### src/rtl/pkt_frame_pkg.sv
// Shared frame definitions for the serial packet link (transmit and receive sides).
// Holds the frame geometry, the sync pattern and the transmit state encoding.
package pkt_frame_pkg;

    localparam int FRAME_W   = 64;
    localparam int SYNC_LSB  = 38;
    localparam int SYNC_W    = 8;
    localparam logic [SYNC_W-1:0] SYNC_PAT = 8'hFF;
    localparam int PAYLOAD_W = FRAME_W - SYNC_W;

    typedef enum logic [1:0] {
        ST_IDLE = 2'd0,
        ST_SEND = 2'd1,
        ST_GAP  = 2'd2
    } tx_state_t;

endpackage

### src/rtl/pkt_frame_builder.sv
// Combinational payload -> frame mapping. The sync field is spliced in at
// SYNC_LSB; payload bits above it move up by SYNC_W, bits below stay in place.
// Ports:
//   i_payload  in   PAYLOAD_W  raw payload from the packet source
//   o_frame    out  FRAME_W    frame ready to be shifted out MSB-first
module pkt_frame_builder
    import pkt_frame_pkg::*;
(
    input  logic [PAYLOAD_W-1:0] i_payload,
    output logic [FRAME_W-1:0]   o_frame
);

    assign o_frame = {i_payload[PAYLOAD_W-1:SYNC_LSB], SYNC_PAT, i_payload[SYNC_LSB-1:0]};

endmodule

### src/rtl/pkt_serializer.sv
// Transmit-side packet serializer: accepts one payload per valid/ready handshake,
// frames it with the sync field and shifts it out MSB-first, one bit per en strobe,
// followed by GAP_BITS zero bits so the receiver can re-arm.
// Ports:
//   clk, rst      clock, synchronous active-high reset
//   en            bit strobe
//   abort         drop current frame/gap, line to 0, restart the gap
//   tx_valid      payload offered
//   tx_payload    payload (PAYLOAD_W bits)
//   tx_ready      high only in IDLE
//   dout          serial line (MSB of shift register while sending, else 0)
//   busy          high while sending or in the gap
//   frame_done    one-cycle pulse after the last bit of a frame is consumed
//   frame_cnt     completed frame count, wraps
//
// state | meaning
// IDLE  | line at 0, waiting for a payload
// SEND  | shifting frame out, one bit per en
// GAP   | line at 0 for GAP_BITS en strobes
module pkt_serializer
    import pkt_frame_pkg::*;
#(
    parameter int GAP_BITS = 8
) (
    input  logic                 clk,
    input  logic                 rst,
    input  logic                 en,
    input  logic                 abort,
    input  logic                 tx_valid,
    input  logic [PAYLOAD_W-1:0] tx_payload,
    output logic                 tx_ready,
    output logic                 dout,
    output logic                 busy,
    output logic                 frame_done,
    output logic [7:0]           frame_cnt
);

    localparam int BIT_CW = $clog2(FRAME_W);
    // A zero-length gap still needs a 1-bit counter to keep widths legal.
    localparam int GAP_CW = (GAP_BITS > 0) ? $clog2(GAP_BITS + 1) : 1;
    localparam logic [BIT_CW-1:0] BIT_LAST = BIT_CW'(FRAME_W - 1);
    localparam logic [GAP_CW-1:0] GAP_LAST = GAP_CW'((GAP_BITS > 0) ? GAP_BITS - 1 : 0);
    localparam tx_state_t ST_AFTER = (GAP_BITS > 0) ? ST_GAP : ST_IDLE;

    tx_state_t            r_state;
    tx_state_t            w_state_nxt;
    logic [FRAME_W-1:0]   r_sreg;
    logic [BIT_CW-1:0]    r_bit_cnt;
    logic [GAP_CW-1:0]    r_gap_cnt;
    logic                 r_frame_done;
    logic [7:0]           r_frame_cnt;
    logic [FRAME_W-1:0]   w_frame;
    logic                 w_last_bit;
    logic                 w_gap_last;

    pkt_frame_builder u_builder (
        .i_payload (tx_payload),
        .o_frame   (w_frame)
    );

    assign w_last_bit = (r_bit_cnt == BIT_LAST);
    assign w_gap_last = (r_gap_cnt == GAP_LAST);

    always_ff @(posedge clk) begin
        if (rst) begin
            r_state <= ST_IDLE;
        end else begin
            r_state <= w_state_nxt;
        end
    end

    always_comb begin
        w_state_nxt = r_state;
        case (r_state)
            ST_IDLE: if (tx_valid) w_state_nxt = ST_SEND;
            // abort takes priority over a simultaneous final strobe; both leave SEND
            ST_SEND: if (abort || (en && w_last_bit)) w_state_nxt = ST_AFTER;
            ST_GAP:  if (!abort && en && w_gap_last) w_state_nxt = ST_IDLE;
            default: w_state_nxt = ST_IDLE;
        endcase
    end

    always_comb begin
        tx_ready = (r_state == ST_IDLE);
        busy     = (r_state == ST_SEND) || (r_state == ST_GAP);
        dout     = (r_state == ST_SEND) && r_sreg[FRAME_W-1];
    end

    always_ff @(posedge clk) begin
        if (rst) begin
            r_sreg       <= '0;
            r_bit_cnt    <= '0;
            r_gap_cnt    <= '0;
            r_frame_done <= 1'b0;
            r_frame_cnt  <= '0;
        end else begin
            r_frame_done <= 1'b0;
            case (r_state)
                ST_IDLE: begin
                    // en is ignored here: the first shift needs a later strobe
                    if (tx_valid) begin
                        r_sreg    <= w_frame;
                        r_bit_cnt <= '0;
                    end
                end
                ST_SEND: begin
                    if (abort) begin
                        r_sreg    <= '0;
                        r_bit_cnt <= '0;
                        r_gap_cnt <= '0;
                    end else if (en) begin
                        r_sreg <= {r_sreg[FRAME_W-2:0], 1'b0};
                        if (w_last_bit) begin
                            r_bit_cnt    <= '0;
                            r_gap_cnt    <= '0;
                            r_frame_done <= 1'b1;
                            r_frame_cnt  <= r_frame_cnt + 8'd1;
                        end else begin
                            r_bit_cnt <= r_bit_cnt + 1'b1;
                        end
                    end
                end
                ST_GAP: begin
                    if (abort) begin
                        r_gap_cnt <= '0;
                    end else if (en) begin
                        r_gap_cnt <= w_gap_last ? '0 : r_gap_cnt + 1'b1;
                    end
                end
                default: begin
                    r_sreg <= '0;
                end
            endcase
        end
    end

    assign frame_done = r_frame_done;
    assign frame_cnt  = r_frame_cnt;

endmodule
### config.mk
export PLATFORM = sky130hd
export DESIGN_NAME = pkt_serializer
export DESIGN_NICKNAME = d
export VERILOG_FILES = /design/src/rtl/pkt_frame_pkg.sv /design/src/rtl/pkt_frame_builder.sv /design/src/rtl/pkt_serializer.sv
export SDC_FILE = /design/constraint.sdc
export NUM_CORES = 1
export LEC_CHECK = 0
export BUFFER_PORTS_ARGS = -buffer_cell sky130_fd_sc_hd__buf_2
export CAP_MARGIN = 20
export CORE_UTILIZATION = 55
export CTS_BUF_LIST = sky130_fd_sc_hd__clkbuf_16
export DETAILED_ROUTE_END_ITERATION = 10
export PLACE_DENSITY = 0.87
export SLEW_MARGIN = 0
export SYNTH_ARGS = -nofsm -noshare
export SYNTH_HDL_FRONTEND = slang
export SYNTH_SLANG_ARGS = --single-unit
### constraint.sdc
create_clock -name clk -period 1.9 [get_ports clk]
set_input_delay 0.19 -clock clk [delete_from_list [all_inputs] [get_ports clk]]
set_output_delay 0.19 -clock clk [all_outputs]
set_load 0.02 [all_outputs]
# Word level (Yosys, flattened, before mapping)
# Index checks and enable logic that the tools add are counted.
[classes]
magnitude_cmp = 0
div_mod_pow = 0
shifts = 0
n_reduce_logical = 16
n_addsub = 3
multipliers = 0
n_bitwise = 4
eq_ne = 10
n_mux = 21
[op_table]
columns = ["op", "n"]
rows = [
  ["two-way mux 64 bit", 3],
  ["case mux 64 bit (3 select lines)", 1],
  ["two-way mux 4 bit", 6],
  ["two-way mux 6 bit", 4],
  ["case mux 6 bit (2 select lines)", 1],
  ["!= test 3 bit (second input constant)", 3],
  ["AND reduction 3 bit", 3],
  ["adder 8 x 1 -> 8 bit (second input constant)", 1],
  ["case mux 4 bit (2 select lines)", 1],
  ["AND reduction 4 bit", 2],
  ["adder 6 x 1 -> 6 bit (second input constant)", 1],
  ["equality test 6 bit (second input constant)", 1],
  ["two-way mux 2 bit", 3],
  ["!= test 2 bit (second input constant)", 3],
  ["case mux 2 bit (3 select lines)", 1],
  ["adder 4 x 1 -> 4 bit (second input constant)", 1],
  ["equality test 4 x 3 -> 1 bit (second input constant)", 1],
  ["logical AND 1 bit", 4],
  ["inverter 1 bit", 4],
  ["nonzero test 2 bit", 2],
  ["OR reduction 4 bit", 1],
  ["equality test 2 x 1 -> 1 bit (second input constant)", 1],
  ["equality test 2 bit (second input constant)", 1],
  ["zero test 2 bit", 1],
  ["other kinds (3)", 4],
]
[word_totals]
ramBits = 0
mem_bits_ro = 0
output_inout_bits = 12
regBits = 85
latchBits = 0
n_memories = 0

# Logic depth before layout (Yosys ltp)
# Gate-level depths: netlist of run 1.
[depth]
word_depth = 5
mapped_depth = 8
ltp_nobuf = 6

# Modules after synthesis
# A second synthesis of run 1 with hierarchy kept.
[unflattened]
cells_unflattened = 496
area_unflattened_um2 = 4314.1
[modules_own_cells]
columns = ["module", "area_each_um2", "n_inst", "cells_per_inst", "seq_area_each_um2"]
rows = [
  ["pkt_serializer", 3829.9, 1, 431, 1701.6],
  ["pkt_frame_builder", 484.2, 1, 65, 0.0],
]

# Worst setup path before layout of run 1
# Ideal clock, no wire load.
[synth_path]
kind = "register to register"
start = "register r_state[0]"
end = "register r_sreg[26]"
setup_time_ns = 0.086
n_path_buf = 2
path_stages_with_launch = 9
arrival_ns = 1.720
required_time_ns = 1.814
slack_ns = 0.094
cell_sequence = "dfxtp_1 > inv_1 > ha_1 > nor2b_1 > nor3_1 > buf_2 > buf_1 > nor2_1 > a211oi_1"
[synth_via]
elab_chain_len = 3
word_cells_on_any_way = 8
[synth_rtl]
columns = ["element", "line_no", "rtl"]
rows = [
  ["start, declared", "pkt_serializer.sv:45", "tx_state_t r_state;"],
  ["start signal, assigned", "pkt_serializer.sv:68", "r_state <= w_state_nxt;"],
  ["zero test 2 bit (*)", "--", ""],
  ["via tx_ready", "pkt_serializer.sv:31", "output logic tx_ready,"],
  ["!= test 2 bit (no line)", "--", ""],
  ["AND reduction 3 bit (no line)", "--", ""],
  ["end signal, assigned", "pkt_serializer.sv:102", "r_sreg <= w_frame;"],
  ["end signal, assigned", "pkt_serializer.sv:112", "r_sreg <= {r_sreg[FRAME_W-2:0], 1'b0};"],
  ["end, declared", "pkt_serializer.sv:47", "logic [FRAME_W-1:0] r_sreg;"],
]
# Mark *: on every way through the listed nets, which the timed path passes. The rest lies on a longest branch.
# A chain may end at the register's enable or synchronous reset.

# Final worst setup path of run 1
[layout_path]
start = "register r_state[1]"
end = "register r_sreg[17]"
[layout_via]
elab_chain_len = 3
word_cells_on_any_way = 8
[layout_rtl]
columns = ["element", "line_no", "rtl"]
rows = [
  ["equality test 2 x 1 -> 1 bit (tied with other cells)", "pkt_serializer.sv:98", "case (r_state)"],
  ["!= test 3 bit (no line) (tied with other cells)", "--", ""],
  ["AND reduction 3 bit (no line)", "--", ""],
]
# Several ways; a longest one is shown, not always the timed one.

==> flow_summary.ini, run 1 <==
[status]
status = finished, violations left
failed_checks = DRC

[grt]
grt_usage_pct = 24.7
grt_overflow = 0
grt_max_degree = 65
antenna_found_initial = 0
grt_pass1_vias = 3087
grt_pass1_wl_um = 14200

[timing]
finalSetupViolCount = 0
worstMarginPinSlew_ns = 0.556
fin_skew_ns = 0.00403
timing.fmax_mhz = 545
finalCritPeriodShare_pct = 96.6
slew_viol_final = 0
slew_headroom_pct = 63.0
tns_ns = 0
fin_crit_ns = 1.84
rsz0062_at_grt = true
hold_violations = 0

[cells_and_area]
drive_gt1_share_pct = 25.5
nets = 563
post-route-util_pct = 72.9
syn_to_final_growth_pct = 25.6
layout_commonest_cell = dfxtp_1
final-instance-count-excl-fill = 576
most-common-layout-cells = 84 x dfxtp_1, 80 x nor2_1, 72 x buf_2, 56 x a211oi_1, 55 x a22oi_1
diodes = 0

[run]
drv_cap = 0

[drt]
via_per_inst = 6.16
ant_nets = 0
drc_errors = 5
dr.pass1.iters = 9
routedWlPerCell_um = 15.9
drt_wl_total_um = 9140
num_vias = 3547
drt_iter0_drc = 291

[synth]
seq_area_frac_synth_pct = 45.1
avgSynthCellArea_um2 = 8.79
yosysWarnings = 0
netlist.area_leader.share_pct = 45.1
syn_nets = 497
synth_area_leaders = dfxtp_1 45%, a211oi_1 13%, a22oi_1 11%
ys_ff_latch = 85
synth_top_area_cell = dfxtp_1
synth_flop_cell = dfxtp_1
syn_inst = 429
yosysUniqueCellTypes = 40
synth_area_um2 = 3770
synth_edf_count = 0
synthArstFlopShare_pct = 0

[critical_path]
endpoint_kind = register
cp_data_required_time_ns = 2.14
critPathMaxFanout = 25
arrival_ns = 2.08
start_kind = register
worstSetupPathType = reg -> reg

[clock_tree]
path_clk_slew_ns = 0.06
numCtsBuffers = 9
clockRootBuffer = clkbuf_16
clockBufferDepth = 2
tritoncts = built
htreeDepth = 3
clock_latency_ns = 0.33
clkSinkCount = 85
hold_buffers = 0

[placement]
io_buffers = 72
place_congestion = 0.945
post-place-cells = 555
dp_hpwl_um = 5590

[power_and_ir_drop]
peakVddDrop_mv = 0.928
power.density_nw_per_um2 = 1680
power_uw = 7980
power.leakage_uw = 0.00192

[floorplan]
die_h_um = 84.8
fp.coreArea_um2 = 6490
boundaryPins = 73
fp-row-count = 29
die-area_um2 = 7190
initial_core_util_pct = 58.1
die-width_um = 84.8

[worst_hold_path]
hold_class = in -> reg
## registers in the layout, indices dropped and copies added, names as in the netlist
name / count
frame_cnt: 8
frame_done: 1
r_bit_cnt: 6
r_gap_cnt: 4
r_sreg: 64
r_state: 2
## critical path: stages (launching register included)
cell      delay (ns)
dfxtp_1         0.35
inv_1           0.11
ha_2            0.24
nor3b_4         0.18
nor3_4          0.20
buf_12          0.20
buf_16          0.17
nor2_1          0.08
a211oi_2        0.22
## cells by family (layout without fill, tap and decap cells)
kind of cell | after synthesis | after routing | share of synthesized area, %
mux | 5 | 5 | 1.39
buf+inv | 44 | 114 | 5.04
flops | 85 | 85 | 45.1
xor+xnor | 7 | 7 | 1.63
compound gates | 148 | 148 | 28.3
simple gates | 133 | 133 | 16.2
fa+ha+maj | 7 | 7 | 2.32
## metrics by stage
step           hold WS (ns)  setup WS (ns)  cell area [um^2]
3_5_place_dp          0.483       -0.00298              4260
3_3_place_gp          0.469          0.127              4260
4_1_cts               0.175        0.00756              4610
5_1_grt               0.161        -0.0324              4740
6_report              0.165         0.0650              4740
2_1_floorplan         0.342         0.0943              3770
## synth_stat cells (2+ instances only)
library cell and count:
nand2_1 10, or3_1 2, nor3b_1 2, nor4_1 4, o21ai_0 7, a31oi_1 3
a32o_1 3, a211oi_1 64, buf_4 4, nand3_1 11, nand3b_1 2, mux2i_1 3
a21oi_1 13, buf_2 7, clkbuf_1 18, a22oi_1 55, nand2b_1 3, buf_1 8
xnor2_1 6, mux2_2 2, inv_1 6, nor3_1 3, nor2b_1 5, dfxtp_1 85
and3_1 2, a211o_1 2, ha_1 7, nor2_1 80
## per-layer routing
metal / track usage (%) / share of wire, % / vias to the layer above
li1: - / - / 1726
met1: 31.9 / 43 / 1692
met2: 41.8 / 50 / 113
met3: 3.70 / 4.9 / 16
met4: 10.2 / 1.2 / 0
met5: 0 / 0 / -
## final timing paths
check | startpoint | to | slack (ns) | depth (start not counted)
hold reg to reg | r_state[0] | r_state[0] | 0.47 | 2
setup reg to reg | r_state[1] | r_sreg[17] | 0.06 | 8
setup / recovery | r_state[1] | r_sreg[17] | 0.06 | 8
hold / removal | tx_payload[0] | r_sreg[0] | 0.16 | 3
## area by class of cell
type	count	area [um^2]
flip-flops and latches	85	1700
inverters	6	22.5
clock buffers	9	225
fillers	478	1760
well taps	77	96.3
multi-input cells	300	1960
clock inverters	6	56.3
repair buffers	93	669
## timing repair
action / CTS / global route
endpoints found under the setup margin: 6 / 63
buffers inserted: 2 / 2
pin swaps: 1 / 2
cloned: 1 / 1
resized for setup: 3 / 19
## power by group
group | leakage [uW] | total, uW | switching, uW | internal, uW
clock | 0.000142 | 1650 | 656 | 998
combinational | 0.00107 | 3510 | 1900 | 1600
sequential | 0.000701 | 2820 | 366 | 2460
Power figures use the tool's default switching activity.
==> run 2, diff against run 1 <==
- REMOVE_ABC_BUFFERS: default -> 1
==> run 2 against run 1 <==
  * Critical endpoint is now r_sreg[50]
  * First-iteration DRC count down 4.1%
  * Register-to-register slack about the same
  * Final area about the same
  * Clock-buffer cell count unchanged
  * Final cell count unchanged
  * Clock skew up 0.0021 ns
  * The run still ends with DRC left
  * Worst hold slack better by 0.0099 ns
  * Total power up 0.82%
  * Worst setup slack worse by 0.013 ns
  * Largest power group unchanged
  * Combinational power down 2%
  * Global-route usage up 0.47 points
==> flow_summary.ini, run 2 (same netlist as run 1, synthesis figures left out) <==
[status]
status = finished, violations left
failed_checks = DRC

[cells_and_area]
drive_gt1_share_pct = 26.5
layout_commonest_cell = dfxtp_1
largest_register_ffs = 64
multi_input_area_um2 = 1970
most-common-layout-cells = 83 x dfxtp_1, 80 x nor2_1, 72 x buf_2, 58 x a211oi_1, 55 x a22oi_1
syn_to_final_growth_pct = 25.5
nets = 563
finish.instance_area_um2 = 4730
layout.area.seq_um2 = 1700
top_register = r_sreg
diodes = 0
fillerInstances = 453

[floorplan]
fp.coreArea_um2 = 6490
initial_core_util_pct = 58.1
die_h_um = 84.8
fp-row-count = 29
boundaryPins = 73
die-area_um2 = 7190
die-width_um = 84.8

[clock_tree]
clockBufferDepth = 2
tritoncts = built
htreeDepth = 3
clock_latency_ns = 0.34
numCtsBuffers = 9
path_clk_slew_ns = 0.06
clockRootBuffer = clkbuf_16
clkSinkCount = 85

[critical_path]
cp_data_required_time_ns = 2.14
start_kind = register
endpoint_kind = register
worstRegToRegCells = 8
worstSetupPathType = reg -> reg
critPathMaxFanout = 17
arrival_ns = 2.09

[run]
drv_cap = 0

[drt]
drt_wl_total_um = 9540
dr.pass1.iters = 8
routedWlPerCell_um = 16.6
num_vias = 3589
drt_iter0_drc = 279
ant_nets = 0
via_per_inst = 6.23
drc_errors = 5

[power_and_ir_drop]
clkPwrFrac_pct = 21.9
peakVddDrop_mv = 0.870
pwr-share-comb_pct = 42.9
intPower_uw = 5020
p_sw_share_pct = 37.7
power.density_nw_per_um2 = 1700
power.switching_uw = 3030
power_uw = 8050
power.leakage_uw = 0.00191
seqPwrFrac_pct = 35.2

[grt]
antenna_found_initial = 0
grt_usage_pct = 25.2
grt_overflow = 0
grt_pass1_vias = 3214
grt_pass1_wl_um = 14600
grt_max_degree = 70

[placement]
dp_hpwl_um = 5530
place_congestion = 0.844
io_buffers = 72
place_area_um2 = 4240

[timing]
fin_crit_ns = 1.85
worstMarginPinSlew_ns = 0.477
fin_skew_ns = 0.00611
finalSetupViolCount = 0
slew_viol_final = 0
finalCritPeriodShare_pct = 97.3
timing.fmax_mhz = 541
hold_violations = 0
slew_headroom_pct = 67.9

[worst_hold_path]
hold_depth = 3
hold_class = in -> reg
run 2: changes by cell type in the layout (fill, tap and decap cells not counted), sizes merged:
cell and delta:
inv +2, buf -1, clkinv -2, clkbuf +1
run 2: per-layer routing:
layer  up-vias  GRT usage (%)  routed length, um
met5         -              0                  0
met4         0           10.5                205
met3        19           4.28                479
met2       121           42.3               4820
met1      1721           32.3               4030
li1       1728              -                  -
run 2: critical path, cell delays in order, from the launching register on:
cell	delay (ns)
dfxtp_2	0.36
inv_1	0.09
ha_2	0.24
nor2b_2	0.18
nor3_4	0.24
buf_6	0.16
clkbuf_16	0.17
nor2_1	0.07
a211oi_1	0.23
run 2: per-stage QoR:
step	cells	TNS, ns	util, %	setup slack (ns)	hold slack [ns]
after global placement	555	0	65.3	0.0912	0.465
final	576	0	72.9	0.0515	0.174
after floorplan	391	-439.97	-	-6.65	0.259
after global routing	576	-0.161	72.9	-0.0610	0.161
after CTS	571	-0.0115	70.6	-0.00596	0.133
after detailed placement	555	-0.369	65.3	-0.0375	0.481
run 2: what timing repair did:
item | in CTS | in global routing
gates resized for setup | 4 | 19
hold buffers | 0 | 0
cloned | 1 | 2
endpoints found under the setup margin | 40 | 75
buffers inserted | 0 | 3
pin swaps | 1 | 1
run 2: worst paths after layout:
kind | slack, ns | to | from
max | 0.05 | r_sreg[50] | r_state[0]
min | 0.17 | r_sreg[0] | tx_payload[0]
max reg2reg | 0.05 | r_sreg[50] | r_state[0]
min reg2reg | 0.50 | r_sreg[31] | r_sreg[31]
run 2: final cells by class:
cell class                 count  share of cell area, %
multi-input combinational    300                   41.6
sequential                    85                   36.0
timing repair buffer          93                   13.6
clock buffer                   9                   4.76
tap                           77                   2.04
clock inverter                 6                   1.51
inverter                       6                  0.476
run 2: power by group through the flow:
stage / Sequential, uW / Combinational, uW / Clock [uW]
2_1_floorplan: 2330 / 1540 / 0
3_3_place_gp: 2810 / 2750 / 0
3_5_place_dp: 2840 / 2860 / 0
4_1_cts: 2810 / 3050 / 1780
5_1_grt: 2910 / 3780 / 1850
6_report: 2840 / 3450 / 1760
